`src/rtl/menu_nav_ctrl.sv`:
```
// menu_nav_ctrl: debounced three-button menu navigation with a wrap-around
// cursor, a confirm/lock handshake towards the application, and a
// frame-latched per-scanline highlight flag for the text renderer.
// Optional build macro: MENU_AUTOREPEAT_EN enables auto-repeat of held up/down.
module menu_nav_ctrl #(
  parameter int NUM_ITEMS       = 4,
  parameter int ROW_W           = $clog2(NUM_ITEMS),
  parameter int DEBOUNCE_CYCLES = 250000,
  parameter int MENU_ROW0       = 2,
  parameter int REPEAT_CYCLES   = 5000000
) (
  input  logic             clk_i,
  input  logic             rst_ni,
  input  logic             btn_up_i,
  input  logic             btn_down_i,
  input  logic             btn_sel_i,
  input  logic             frame_start_i,
  input  logic [9:0]       vpos_i,
  input  logic             ack_i,
  output logic [ROW_W-1:0] cursor_o,
  output logic [ROW_W-1:0] highlight_row_o,
  output logic             highlight_o,
  output logic             choice_valid_o,
  output logic [ROW_W-1:0] choice_o,
  output logic             locked_o
);

  localparam int CNT_MAX = (DEBOUNCE_CYCLES > REPEAT_CYCLES) ? DEBOUNCE_CYCLES : REPEAT_CYCLES;
  localparam int CNT_W   = $clog2(CNT_MAX + 1);
  localparam logic [CNT_W-1:0] DEB_LAST  = CNT_W'(DEBOUNCE_CYCLES - 1);
  localparam logic [CNT_W-1:0] CNT_ONE   = CNT_W'(1);
  localparam logic [ROW_W-1:0] ROW_LAST  = ROW_W'(NUM_ITEMS - 1);
  localparam logic [ROW_W-1:0] ROW_ONE   = ROW_W'(1);
  localparam logic [ROW_W-1:0] ROW_ZERO  = {ROW_W{1'b0}};

  typedef enum logic [1:0] {
    BROWSE  = 2'd0,
    CONFIRM = 2'd1,
    LOCKED  = 2'd2
  } state_t;

  state_t state, state_next;

  // bit 0 = up, bit 1 = down, bit 2 = select
  logic [2:0]       raw;
  logic [2:0]       sync1;
  logic [2:0]       sync2;
  logic [2:0]       level;
  logic [2:0]       level_d;
  logic [2:0]       press;
  logic [CNT_W-1:0] deb_cnt [3];
  logic             up_ev;
  logic             dn_ev;
  logic             sel_ev;
  logic [ROW_W-1:0] cursor_next;
  logic [6:0]       hl_sum;
  logic             hl_match;

  assign raw = {btn_sel_i, btn_down_i, btn_up_i};

  // Two-flop synchroniser for the asynchronous raw buttons
  always_ff @(posedge clk_i or negedge rst_ni) begin
    if (!rst_ni) begin
      sync1 <= 3'b000;
      sync2 <= 3'b000;
    end else begin
      sync1 <= raw;
      sync2 <= sync1;
    end
  end

  // Debouncers: a level is accepted once the input has disagreed with it for DEBOUNCE_CYCLES cycles
  always_ff @(posedge clk_i or negedge rst_ni) begin
    if (!rst_ni) begin
      level   <= 3'b000;
      level_d <= 3'b000;
      for (int i = 0; i < 3; i++) deb_cnt[i] <= {CNT_W{1'b0}};
    end else begin
      level_d <= level;
      for (int i = 0; i < 3; i++) begin
        if (sync2[i] == level[i]) begin
          deb_cnt[i] <= {CNT_W{1'b0}};
        end else if (deb_cnt[i] == DEB_LAST) begin
          level[i]   <= sync2[i];
          deb_cnt[i] <= {CNT_W{1'b0}};
        end else begin
          deb_cnt[i] <= deb_cnt[i] + CNT_ONE;
        end
      end
    end
  end

  assign press  = level & ~level_d;
  assign sel_ev = press[2];

`ifdef MENU_AUTOREPEAT_EN
  localparam logic [CNT_W-1:0] REP_LAST = CNT_W'(REPEAT_CYCLES - 1);
  logic [CNT_W-1:0] rep_cnt;
  logic             hold_one;
  logic             rep_pulse;

  assign hold_one  = level[0] ^ level[1];
  assign rep_pulse = (state == BROWSE) && hold_one && (rep_cnt == REP_LAST);

  // Repeat timer: runs only while exactly one of up/down is held in BROWSE, restarts on each press
  always_ff @(posedge clk_i or negedge rst_ni) begin
    if (!rst_ni) begin
      rep_cnt <= {CNT_W{1'b0}};
    end else if ((state == BROWSE) && hold_one && !(press[0] || press[1])) begin
      if (rep_cnt == REP_LAST) rep_cnt <= {CNT_W{1'b0}};
      else                     rep_cnt <= rep_cnt + CNT_ONE;
    end else begin
      rep_cnt <= {CNT_W{1'b0}};
    end
  end

  assign up_ev = press[0] | (rep_pulse & level[0]);
  assign dn_ev = press[1] | (rep_pulse & level[1]);
`else
  assign up_ev = press[0];
  assign dn_ev = press[1];
`endif

  // Next-state and next-cursor decode; select beats up/down, up+down together cancel
  always_comb begin
    state_next  = state;
    cursor_next = cursor_o;
    case (state)
      BROWSE: begin
        if (sel_ev) begin
          state_next = CONFIRM;
        end else if (up_ev && !dn_ev) begin
          cursor_next = (cursor_o == ROW_ZERO) ? ROW_LAST : (cursor_o - ROW_ONE);
        end else if (dn_ev && !up_ev) begin
          cursor_next = (cursor_o == ROW_LAST) ? ROW_ZERO : (cursor_o + ROW_ONE);
        end else begin
          cursor_next = cursor_o;
        end
      end
      CONFIRM: begin
        state_next = LOCKED;
      end
      LOCKED: begin
        if (ack_i) state_next = BROWSE;
        else       state_next = LOCKED;
      end
      default: begin
        state_next = BROWSE;
      end
    endcase
  end

  // State register plus the registered cursor and choice handshake outputs
  always_ff @(posedge clk_i or negedge rst_ni) begin
    if (!rst_ni) begin
      state          <= BROWSE;
      cursor_o       <= ROW_ZERO;
      choice_o       <= ROW_ZERO;
      choice_valid_o <= 1'b0;
      locked_o       <= 1'b0;
    end else begin
      state          <= state_next;
      cursor_o       <= cursor_next;
      choice_valid_o <= (state == CONFIRM);
      locked_o       <= (state_next == LOCKED);
      if (state == CONFIRM) choice_o <= cursor_o;
      else                  choice_o <= choice_o;
    end
  end

  // A 7-bit sum keeps rows past 63 from aliasing onto low scanlines
  assign hl_sum   = 7'(MENU_ROW0) + 7'(highlight_row_o);
  assign hl_match = (hl_sum[6] == 1'b0) && (hl_sum[5:0] == vpos_i[9:4]);

  // Display side: latch the cursor once per frame and flag the highlighted text row
  always_ff @(posedge clk_i or negedge rst_ni) begin
    if (!rst_ni) begin
      highlight_row_o <= ROW_ZERO;
      highlight_o     <= 1'b0;
    end else begin
      if (frame_start_i) highlight_row_o <= cursor_o;
      else               highlight_row_o <= highlight_row_o;
      highlight_o <= hl_match;
    end
  end

endmodule

```
`config.mk`:
```
export PLATFORM = sky130hd
export DESIGN_NAME = menu_nav_ctrl
export DESIGN_NICKNAME = d
export VERILOG_FILES = /design/src/rtl/menu_nav_ctrl.sv
export SDC_FILE = /design/constraint.sdc
export NUM_CORES = 1
export LEC_CHECK = 0
export BUFFER_PORTS_ARGS = -buffer_cell sky130_fd_sc_hd__buf_2
export CAP_MARGIN = 40
export CORE_UTILIZATION = 60
export CTS_BUF_LIST = sky130_fd_sc_hd__clkbuf_16
export DETAILED_ROUTE_END_ITERATION = 16
export PLACE_DENSITY_LB_ADDON = 0.1
export SLEW_MARGIN = 20
export SYNTH_ARGS = -nofsm -noshare
export SYNTH_HDL_FRONTEND = slang
export SYNTH_SLANG_ARGS = --single-unit
```
`constraint.sdc`:
```
create_clock -name clk_i -period 3.5 [get_ports clk_i]
set_input_delay 0.7 -clock clk_i [delete_from_list [all_inputs] [get_ports clk_i]]
set_output_delay 0.7 -clock clk_i [all_outputs]
set_load 0.02 [all_outputs]
```
==> qor.yml <==
job:
  maxCapViolations: 0
setup_path:
  critical_path.top_delay_family: "simple AND/OR/NAND/NOR gates"
  slowest_stage: "nor4_1"
  slowest_delay_ps: 600
  path_max_fanout: 6
  start_kind: "flop"
  crit_type: "flop to flop"
  cp-end-kind: "flop"
  worst_ep_arrival_time_ps: 2420
  worst_ep_required_time_ps: 3720
  crit_chain: "ha_1 -> nand3_1 -> nand3b_1 -> nor4_1 -> mux2_2"
  critical_path_buf_inv_count: 0
floorplan:
  start_util: 0.6200
  die_w_um: 88.34
  ioPinCount: 26
  die_area_sq_um: 7804
  row_count: 31
  core_region_area_sq_um: 7214
  dieHeight_um: 88.34
timing:
  worst_pin_slew_ps: 809.1
  rsz0062_at_grt: "no"
  slew_violations: 0
  period_minus_slack_ps: 2199
  finalWorstSetupSlack_ps: 1301
  setup_viol_count_final: 0
  post-route-period-util: 0.6283
  fmax_ghz: 0.4548
  clock_skew_ps: 4.412
  slew_headroom: 0.4561
  finalHoldViolations: 0
  fin_setup_tns_ps: 0
final_layout:
  area_delta_synth_final_pct: 11.38
  drive_gt1_frac: 0.1168
  seqCellArea_sq_um: 2302
  instances_no_fill: 570
  antenna_cells: 0
  multiInputGateArea_sq_um: 2056
  fin_nets: 492
  fill_cells: 564
yosys:
  async_flop_share: 1.000
  synth_area_leaders: "dfrtp_1 (51%), xnor2_1 (7.2%), nor2_1 (5.5%)"
  synth_largest_area_cell: "dfrtp_1"
  synth_top_area_frac: 0.5147
  netlist_area_sq_um: 4473
  syn_inst: 441
  yosys_warnings: 0
  synth_edf_count: 0
  ys_types: 44
  seq_area_frac_synth: 0.5147
  synth_top_flop_cell: "dfrtp_1"
  ys_ff_latch: 92
  synth_nets: 464
  syn_area_per_cell_sq_um: 10.14
detailed_routing:
  wl_um: 8140
  drtPass1Iterations: 4
  drc: 0
  antenna_left: 0
  via_per_inst: 5.714
  vias: 3257
  wire_per_inst_um: 14.28
  drt-initial-drc-count: 117
min_path:
  hp-class: "flop to flop"
placed_design:
  gp_congestion: 0.8304
  pre_cts_slack_ps: 1318
  hpwl_um: 5446
  portBuffers: 21
  dp_cells: 557
grt:
  antenna_found_initial: 0
  grt_pass1_vias: 3101
  grt_pass1_wl_um: 14270
  overflow: 0
  grt_util_all_layers: 0.2369
  grt_start_max_net_pins: 49
clocking:
  cts.sink_count: 92
  cts_hold_buf: 0
  cts_inserted_buffers: 9
  cts_resized: 0
  clk_pin_slew_worst_paths_ps: 60
  post-cts-setup-buffer-count: 0
  clockRootBuffer: "clkbuf_16"
  htree_levels: 3
  clockBufferDepth: 2
  cts_tree: "done"
  clk_latency_ps: 340
power:
  p_total_mw: 2.064
  power_leakage_nw: 2.119
  vdd_ir_drop_max_v: 0.0003172
  p_per_area_nw_per_um2: 414.3
status:
  status: "completed"
-- cell type report --
cell class | instances | share of cell area
tap | 99 | 0.02486
multi-input combinational | 321 | 0.4126
sequential | 92 | 0.4621
clock inverter | 4 | 0.009292
timing repair buffer | 25 | 0.03089
clock buffer | 9 | 0.04520
inverter | 20 | 0.01507
-- report_power, final --
| group | switching, mW | internal [mW] |
|---|---|---|
| Clock | 0.373 | 0.537 |
| Sequential | 0.0122 | 1.08 |
| Combinational | 0.0441 | 0.0218 |
| Total | 0.430 | 1.63 |
-- cell usage in the layout (no fill, tap or decap), drive strengths merged, types with 2 or more instances in the layout --
master / netlist / layout
a211oi: 2 / 2
a21o: 3 / 3
a21oi: 12 / 12
a31oi: 3 / 3
and2: 2 / 2
and3: 6 / 6
and4: 7 / 7
buf: 3 / 25
clkbuf: 5 / 9
dfrtp: 92 / 92
ha: 6 / 6
inv: 20 / 22
mux2: 5 / 5
mux2i: 5 / 5
nand2: 21 / 21
nand2b: 4 / 4
nand3: 20 / 20
nand4: 24 / 24
nor2: 66 / 66
nor3: 18 / 18
nor4: 21 / 21
nor4b: 2 / 2
o21ai: 20 / 20
or2: 3 / 3
or3: 7 / 7
or4: 4 / 4
or4b: 2 / 2
xnor2: 37 / 37
xor2: 12 / 12
-- synth_stat cells (2+ instances only) --
library cell and count:
nor3_1 18, mux2i_1 5, a21oi_1 12, a31oi_1 3
nand3_1 20, clkbuf_1 5, and4_1 7, nor4_4 3
o21ai_0 19, ha_1 6, mux2_2 5, xnor2_1 37
inv_1 20, dfrtp_1 92, nor4b_1 2, nor4_1 17
and2_1 2, nand2b_1 4, xor2_1 12, or2_2 3
or4_1 2, a21o_1 3, nand2_1 21, nor2_1 66
or3_1 7, a211oi_1 2, or4_4 2, nand4_1 24
and3_1 6, buf_2 2
-- per-layer routing --
metal	vias to the layer above	global-route usage	share of wire
met1	1575	0.3029	0.46
met5	-	0	0
met4	0	0.07625	0.012
li1	1622	-	-
met2	45	0.3930	0.50
met3	15	0.06437	0.029
-- flip-flops by register name, summed over array words and instances (netlist names), 2 cells and up --
signal           cells
choice_o             2
cursor_o             2
deb_cnt             69
highlight_row_o      2
level                3
level_d              3
state                2
sync1                3
sync2                3
-- kinds of logic after synthesis --
| kind of cell | share of synthesized area |
|---|---|
| AO/OA/AOI/OAI | 0.06602 |
| XOR/XNOR | 0.09594 |
| adder cells (fa/ha/maj) | 0.01678 |
| buffers and inverters | 0.02573 |
| flip-flops | 0.5147 |
| multiplexers | 0.02378 |
| AND/OR/NAND/NOR | 0.2571 |
-- metrics by stage --
step                  util  hold slack [ps]  area, sq um
detailed placement  0.6530            343.5         4711
global route        0.6906            358.2         4982
CTS                 0.6906            360.2         4982
global placement    0.6504            336.0         4692
floorplan                -            331.2         4473
finish              0.6906            353.6         4982
-- worst paths after layout --
path | from | end | slack [ps] | depth (start not counted)
min in group asynchronous | rst_ni | deb_cnt[55] | 370 | 1
worst min-delay path | sync1[2] | sync2[2] | 350 | 0
worst max register to register | deb_cnt[46] | level[0] | 1300 | 5
worst min register to register | sync1[2] | sync2[2] | 350 | 0
max in group asynchronous | rst_ni | deb_cnt[45] | 2490 | 2
worst max-delay path | deb_cnt[46] | level[0] | 1300 | 5
Note: power is estimated with default switching activity, not from simulation.
